<file path="src/rtl/pipe_hold_ctrl.sv">
// Pipeline hold/bubble controller: stalls, NOP bubbles and PC redirect sequencing.
// Optional stall-cycle performance counter enabled by defining PIPE_HOLD_CTRL_PERF_EN.
module pipe_hold_ctrl #(
  parameter int AW       = 32,
  parameter int ROM_WAIT = 2
) (
  input  logic          clk,
  input  logic          rst,
  input  logic          jump_req_i,
  input  logic [AW-1:0] jump_addr_i,
  input  logic          ex_busy_i,
  input  logic          bus_wait_i,
  output logic          stall_pc_o,
  output logic          stall_if_id_o,
  output logic          stall_id_ex_o,
  output logic          bubble_if_id_o,
  output logic          bubble_id_ex_o,
  output logic          pc_load_o,
`ifdef PIPE_HOLD_CTRL_PERF_EN
  output logic [31:0]   stall_cycles_o,
`endif
  output logic [AW-1:0] pc_addr_o
);

  typedef enum logic [1:0] {RUN = 2'd0, PEND = 2'd1, REDIRECT = 2'd2} state_e;

  localparam logic [3:0] ROM_WAIT_C = 4'(ROM_WAIT);

  state_e        state_q, state_d;
  logic [3:0]    cnt_q, cnt_d;
  logic [AW-1:0] pend_addr_q, pend_addr_d;

  logic          stall, bubble_if_id, bubble_id_ex, pc_load;
  logic [AW-1:0] pc_addr;

  // NOTE: every signal assigned here gets a default first so no path leaves it
  // unassigned; otherwise synthesis infers a latch.
  always_comb begin
    state_d      = state_q;
    cnt_d        = cnt_q;
    pend_addr_d  = pend_addr_q;
    stall        = 1'b0;
    bubble_if_id = 1'b0;
    bubble_id_ex = 1'b0;
    pc_load      = 1'b0;
    pc_addr      = '0;

    if (jump_req_i) begin
      // A jump behaves identically from every state; the newest one always wins.
      if (bus_wait_i) begin
        pend_addr_d = jump_addr_i;
        stall       = 1'b1;
        state_d     = PEND;
      end else begin
        pc_load      = 1'b1;
        pc_addr      = jump_addr_i;
        bubble_if_id = 1'b1;
        bubble_id_ex = 1'b1;
        state_d      = (ROM_WAIT_C != 4'd0) ? REDIRECT : RUN;
        cnt_d        = ROM_WAIT_C;
      end
    end else begin
      case (state_q)
        RUN: begin
          stall = bus_wait_i | ex_busy_i;
        end
        PEND: begin
          if (bus_wait_i) begin
            stall = 1'b1;
          end else begin
            pc_load      = 1'b1;
            pc_addr      = pend_addr_q;
            bubble_if_id = 1'b1;
            bubble_id_ex = 1'b1;
            state_d      = (ROM_WAIT_C != 4'd0) ? REDIRECT : RUN;
            cnt_d        = ROM_WAIT_C;
          end
        end
        REDIRECT: begin
          if (bus_wait_i) begin
            stall = 1'b1;
          end else begin
            bubble_if_id = 1'b1;
            cnt_d        = (cnt_q != 4'd0) ? cnt_q - 4'd1 : 4'd0;
            if (cnt_d == 4'd0) state_d = RUN;
          end
        end
        default: state_d = RUN;
      endcase
    end
  end

  // NOTE: sequential state uses non-blocking assignments so every register
  // samples the pre-edge values regardless of statement order.
  always_ff @(posedge clk or posedge rst) begin
    if (rst) begin
      state_q     <= RUN;
      cnt_q       <= '0;
      pend_addr_q <= '0;
    end else begin
      state_q     <= state_d;
      cnt_q       <= cnt_d;
      pend_addr_q <= pend_addr_d;
    end
  end

  // Outputs are forced low for the whole time reset is high, not just after an edge.
  always_comb begin
    stall_pc_o     = stall & ~rst;
    stall_if_id_o  = stall & ~rst;
    stall_id_ex_o  = stall & ~rst;
    bubble_if_id_o = bubble_if_id & ~rst;
    bubble_id_ex_o = bubble_id_ex & ~rst;
    pc_load_o      = pc_load & ~rst;
    pc_addr_o      = rst ? '0 : pc_addr;
  end

`ifdef PIPE_HOLD_CTRL_PERF_EN
  logic [31:0] stall_cycles_q;

  always_ff @(posedge clk or posedge rst) begin
    if (rst) begin
      stall_cycles_q <= '0;
    end else if (stall_pc_o && (stall_cycles_q != 32'hFFFF_FFFF)) begin
      stall_cycles_q <= stall_cycles_q + 32'd1;
    end
  end

  assign stall_cycles_o = stall_cycles_q;
`endif

endmodule

</file>
<file path="config.mk">
export PLATFORM = sky130hd
export DESIGN_NAME = pipe_hold_ctrl
export DESIGN_NICKNAME = d
export VERILOG_FILES = /design/src/rtl/pipe_hold_ctrl.sv
export SDC_FILE = /design/constraint.sdc
export NUM_CORES = 1
export LEC_CHECK = 0
export BUFFER_PORTS_ARGS = -buffer_cell sky130_fd_sc_hd__buf_2
export CORE_MARGIN = 2
export CORE_UTILIZATION = 54
export CTS_CLUSTER_SIZE = 20
export DETAILED_ROUTE_END_ITERATION = 6
export PLACE_DENSITY = 0.92
export RECOVER_POWER = 50
export SYNTH_ARGS = -nofsm -noshare
export SYNTH_HDL_FRONTEND = slang
export SYNTH_SLANG_ARGS = --single-unit
</file>
<file path="constraint.sdc">
create_clock -name clk -period 6.4 [get_ports clk]
set_clock_uncertainty 0.2 [all_clocks]
set_input_delay 0.64 -clock clk [delete_from_list [all_inputs] [get_ports clk]]
set_output_delay 0.64 -clock clk [all_outputs]
set_load 0.05 [all_outputs]
</file>
## After elaboration in Yosys (flattened, before gate mapping)

Cells that the tools add are included.

- Bits in registers: 38
- Output and inout bits: 38
- Logic and storage cells: 47

- Add/subtract/negate cells: 1
- Equality and inequality tests: 6
- Multiplexer cells: 24
- Bitwise gates (word level): 5
- Reduce and logical (&&, ||, !) cells: 8

Operator list:

| operator | number |
|---|---|
| $mux W32 | 5 |
| $mux W4 | 4 |
| $mux W2 | 5 |
| $ne A3 B3 Y1 const B | 3 |
| $pmux W4 S2 | 1 |
| $mux W1 | 7 |
| $pmux W2 S3 | 1 |
| $logic_not A4 Y1 | 1 |
| $reduce_and A2 Y1 | 2 |
| $reduce_and A4 Y1 | 1 |
| $reduce_bool A4 Y1 | 1 |
| $sub A4 B1 Y4 const B | 1 |
| $and A1 B1 Y1 | 3 |
| $reduce_bool A3 Y1 | 1 |
| $eq A2 B1 Y1 const B | 1 |
| $eq A2 B2 Y1 const B | 1 |
| $logic_not A2 Y1 | 1 |
| $ne A2 B2 Y1 const B | 1 |
| $pmux W1 S2 | 1 |
| $reduce_or A2 Y1 | 1 |
| $not A1 Y1 | 1 |
| $or A1 B1 Y1 | 1 |

## Longest topological paths before layout

- Depth after elaboration: 7
- Gate-level depth with buffers: 8
- Mapped depth without buffers: 6

## Least setup slack after synthesis

Ideal clock, no wire load.

- Kind: input to output
- Start point: input rst
- End point: output pc_load_o
- Arrival: 3.011 ns
- Data required time: 5.560 ns
- Path slack: 2.549 ns
- Stages: 5
- Buffers on the path: 2
- Cell sequence: inv_1 > nand2_1 > buf_2 > nor2_1 > buf_4

- Cells in the longest elaborated chain, start to end: 2

Ends and longest elaborated chain:

| item | line | RTL |
|---|---|---|
| start: declaration | 8 | `input logic rst,` |
| $not A1 Y1 | -- |  |
| $and A1 B1 Y1 | -- |  |
| end: declaration | 18 | `output logic pc_load_o,` |

Every way passes these cells.

## Worst setup path after layout

- Start point: input jump_req_i
- End point: output stall_pc_o

- Cells in the longest elaborated chain, start to end: 2

Ends and longest elaborated chain:

| item | line | RTL |
|---|---|---|
| start: declaration | 9 | `input logic jump_req_i,` |
| $mux W1 | 48 | `if (jump_req_i) begin` |
| $and A1 B1 Y1 | 109 | `stall_pc_o = stall & ~rst;` |
| end: declaration | 13 | `output logic stall_pc_o,` |

Every way passes these cells.

==> key figures <==
Global routing
  – Maximum number of pins on one net before global-route repair: 61
  – All-Layer GR Usage: 20.93%
  – GR Overflow Total: 0
  – First-pass GRT wire length: 7.286 mm
  – Vias in the first global route: 1751
  – Initial antenna violation count: 0

Die
  – Die area: 4580 um2
  – # IOs: 75
  – Die W: 67.68 um
  – Core Region: roughly 3900 um2
  – Starting Density: 55.54%
  – Core Rows: 23
  – Die H: 67.68 um

Placed design
  – Routability congestion estimate: 0.8466
  – Dpl hpwl: 3.142 mm
  – Area post-placement: 2510 um2
  – Buffers on Ports: 74

Synth
  – Syn Nets: between 200 and 300
  – Mean post-synth cell area: 9.200 um2
  – Fraction of registers with async set/reset: 100.0%
  – Post-synth EDFFs: 0
  – Largest family of logic cells by synthesized area: multiplexers
  – Adder-cell share of the synthesized area: around 2.9%
  – Simple-gate share of the synthesized area: 16.29%
  – #FFs+latches synth: 38
  – Post-Synthesis Cells: between 200 and 250
  – Sequential share of the synthesized area: 43.43%
  – Ys flop type: dfrtp_1
  – Post-synthesis xor/xnor area fraction: 0%
  – Mapped Area: around 2200 um2
  – Mux share of post-synthesis cell area: between 10% and 20%
  – Ys Warns: 0
  – Synth Area in Compound Gates: 13.66%
  – Cell variety after synth: 28

Drt
  – 1st-pass router iterations: 4
  – Avg WL per Cell: 13.22 um
  – Met3 wire length: 245 um
  – Post-route ant nets: 0
  – DR iter-0 viols: 76
  – DR top layer: met3
  – Vias per cell: 5.213
  – Final WL: 4.652 mm
  – Via Count: around 1.8k
  – DR WL met2: 2.378 mm
  – M1 wire length: approximately 2 mm
  – Post-route DRC: 0

Critical path
  – Setup crit start: jump_req_i
  – FF-to-FF End: state_q[1]
  – FF-to-FF setup slack: between 3000 and 4000 ps
  – Critical R2R Launch: state_q[1]
  – CP Max Fanout: 60
  – Reg2Reg Depth: 5
  – Endpoint type of the worst setup path: output port
  – WP data arrival: between 3000 and 4000 ps
  – Crit Path Category: in -> out
  – Startpoint type of the worst setup path: input pin
  – Setup crit end: stall_pc_o
  – Worst EP required: between 5000 and 6000 ps

Finish
  – Layout cells sized above 1: 38.08%
  – Storage cell area: 950.9 um2
  – Antenna Cells: 0
  – Final nets: 343
  – Layout fillers: ~320
  – Most common cell after layout, fill and taps aside: buf_2
  – Commonest cells after routing, fill and taps aside: buf_2, nor2_1, dfrtp_1
  – Area Overhead vs Synth: 19.31%
  – Post-route cell area: 2613 um2
  – Area of the multi-input gates: approximately 1100 um2

STA
  – RSZ-0062 raised after global routing: no
  – Final critical-path share of the clock period: 63.79%
  – Max-slew violation count: 0
  – TNS Setup: 0 ps
  – Worst-Margin Slew: 1334 ps
  – Worst relative slew slack: 10.84%
  – Final Hold Viols: 0
  – Peak Freq: around 240 MHz
  – Final min period: 4082 ps
  – Endpoints failing setup: 0

Clock tree
  – CTS Buf Count: 5
  – CTS resizes: 0
  – TritonCTS clock tree: built
  – Clk buf depth: 2
  – CTS root buffer: clkbuf_8
  – CTS sink cnt: 38
  – Clock Pin Slew Worst Setup and Hold Paths: 70 ps
  – Post-CTS Hold Fix Bufs: 0
  – Clk_lat worst skew: 290 ps
  – H-tree levels: 2
  – Setup bufs post-CTS: 0

Power and ir drop
  – Max IR drop VDD: around 0.00018 V
  – Cell Pwr Density: about 280 nW/um2
  – Leakage: 1.277 nW

Job
  – Max cap viols: 0

Outcome
  – Run status: finished, final reports clean

Hold path
  – Type of the most critical hold path: in -> async
sequential cells by signal, summed over array words and instances (netlist names):
name and cells:
pend_addr_q 32, state_q 2, cnt_q 4
kinds of logic after synthesis:
kind of cell / after synthesis
AND/OR/NAND/NOR: 87
AO/OA/AOI/OAI: 48
flip-flops: 38
multiplexers: 33
buffers and inverters: 27
adder cells (fa/ha/maj): 5
critical path: stages:
cell and delay (ps):
buf_2 710, nand2_1 1060, a21oi_1 510, buf_2 320
area by class of cell:
class                      count  area share, %
multi-input combinational    173          41.57
clock buffer                   7          2.921
tap                           50          2.395
sequential                    38          36.40
inverter                       8          1.149
timing repair buffer          75          14.42
clock inverter                 1          1.149
worst min path at each step:
stage	startpoint	end	slack [ps]
after floorplan	pend_addr_q[10]	pend_addr_q[10]	280
after global placement	pend_addr_q[14]	pend_addr_q[14]	290
after detailed placement	pend_addr_q[16]	pend_addr_q[16]	290
after CTS	rst	pend_addr_q[11]	280
after global routing	rst	state_q[0]	320
final	rst	pend_addr_q[20]	250
report_power, final:
| part | leakage, nW | internal, W | switching (W) |
|---|---|---|---|
| combinational | 0.773 | 0.0000887 | 0.000148 |
| clock | 0.0524 | 0.000117 | 0.0000801 |
| sequential | 0.451 | 0.000278 | 0.0000231 |
| total | 1.28 | 0.000483 | 0.000251 |
routing by layer:
layer / vias to the layer above / GRT usage [%]
met4: 0 / 7.653
met1: 853 / 25.61
met5: - / 0
met3: 0 / 4.000
met2: 58 / 36.40
li1: 924 / -
stage by stage:
step / utilization (%) / total power [W] / instances / hold WS [ps] / setup slack, ps
2_1_floorplan: - / 0.0004928 / 238 / 279.2 / 2549
3_3_place_gp: 63.66 / 0.0005303 / 344 / 285.7 / 2823
3_5_place_dp: 63.66 / 0.0005412 / 344 / 292.3 / 2772
4_1_cts: 66.36 / 0.0007405 / 352 / 282.5 / 2560
5_1_grt: 66.26 / 0.0007753 / 352 / 323.8 / 1948
6_report: 66.26 / 0.0007344 / 352 / 254.5 / 2318
Yosys cell counts (2+ instances only):
cell type   n  share of area, %
a21oi_1    21               4.8
a22oi_1    15               5.1
buf_2      11               2.5
buf_4       3               1.0
buf_6       3               1.5
dfrtp_1    38                43
ha_1        5               2.9
inv_1       8               1.4
mux2_2     32                16
nand2_1    22               3.8
nand2b_1    2              0.57
nor2_1     57               9.8
o21ai_0     4              0.91
o31ai_1     3               1.0
Power figures use the tool's default switching activity.
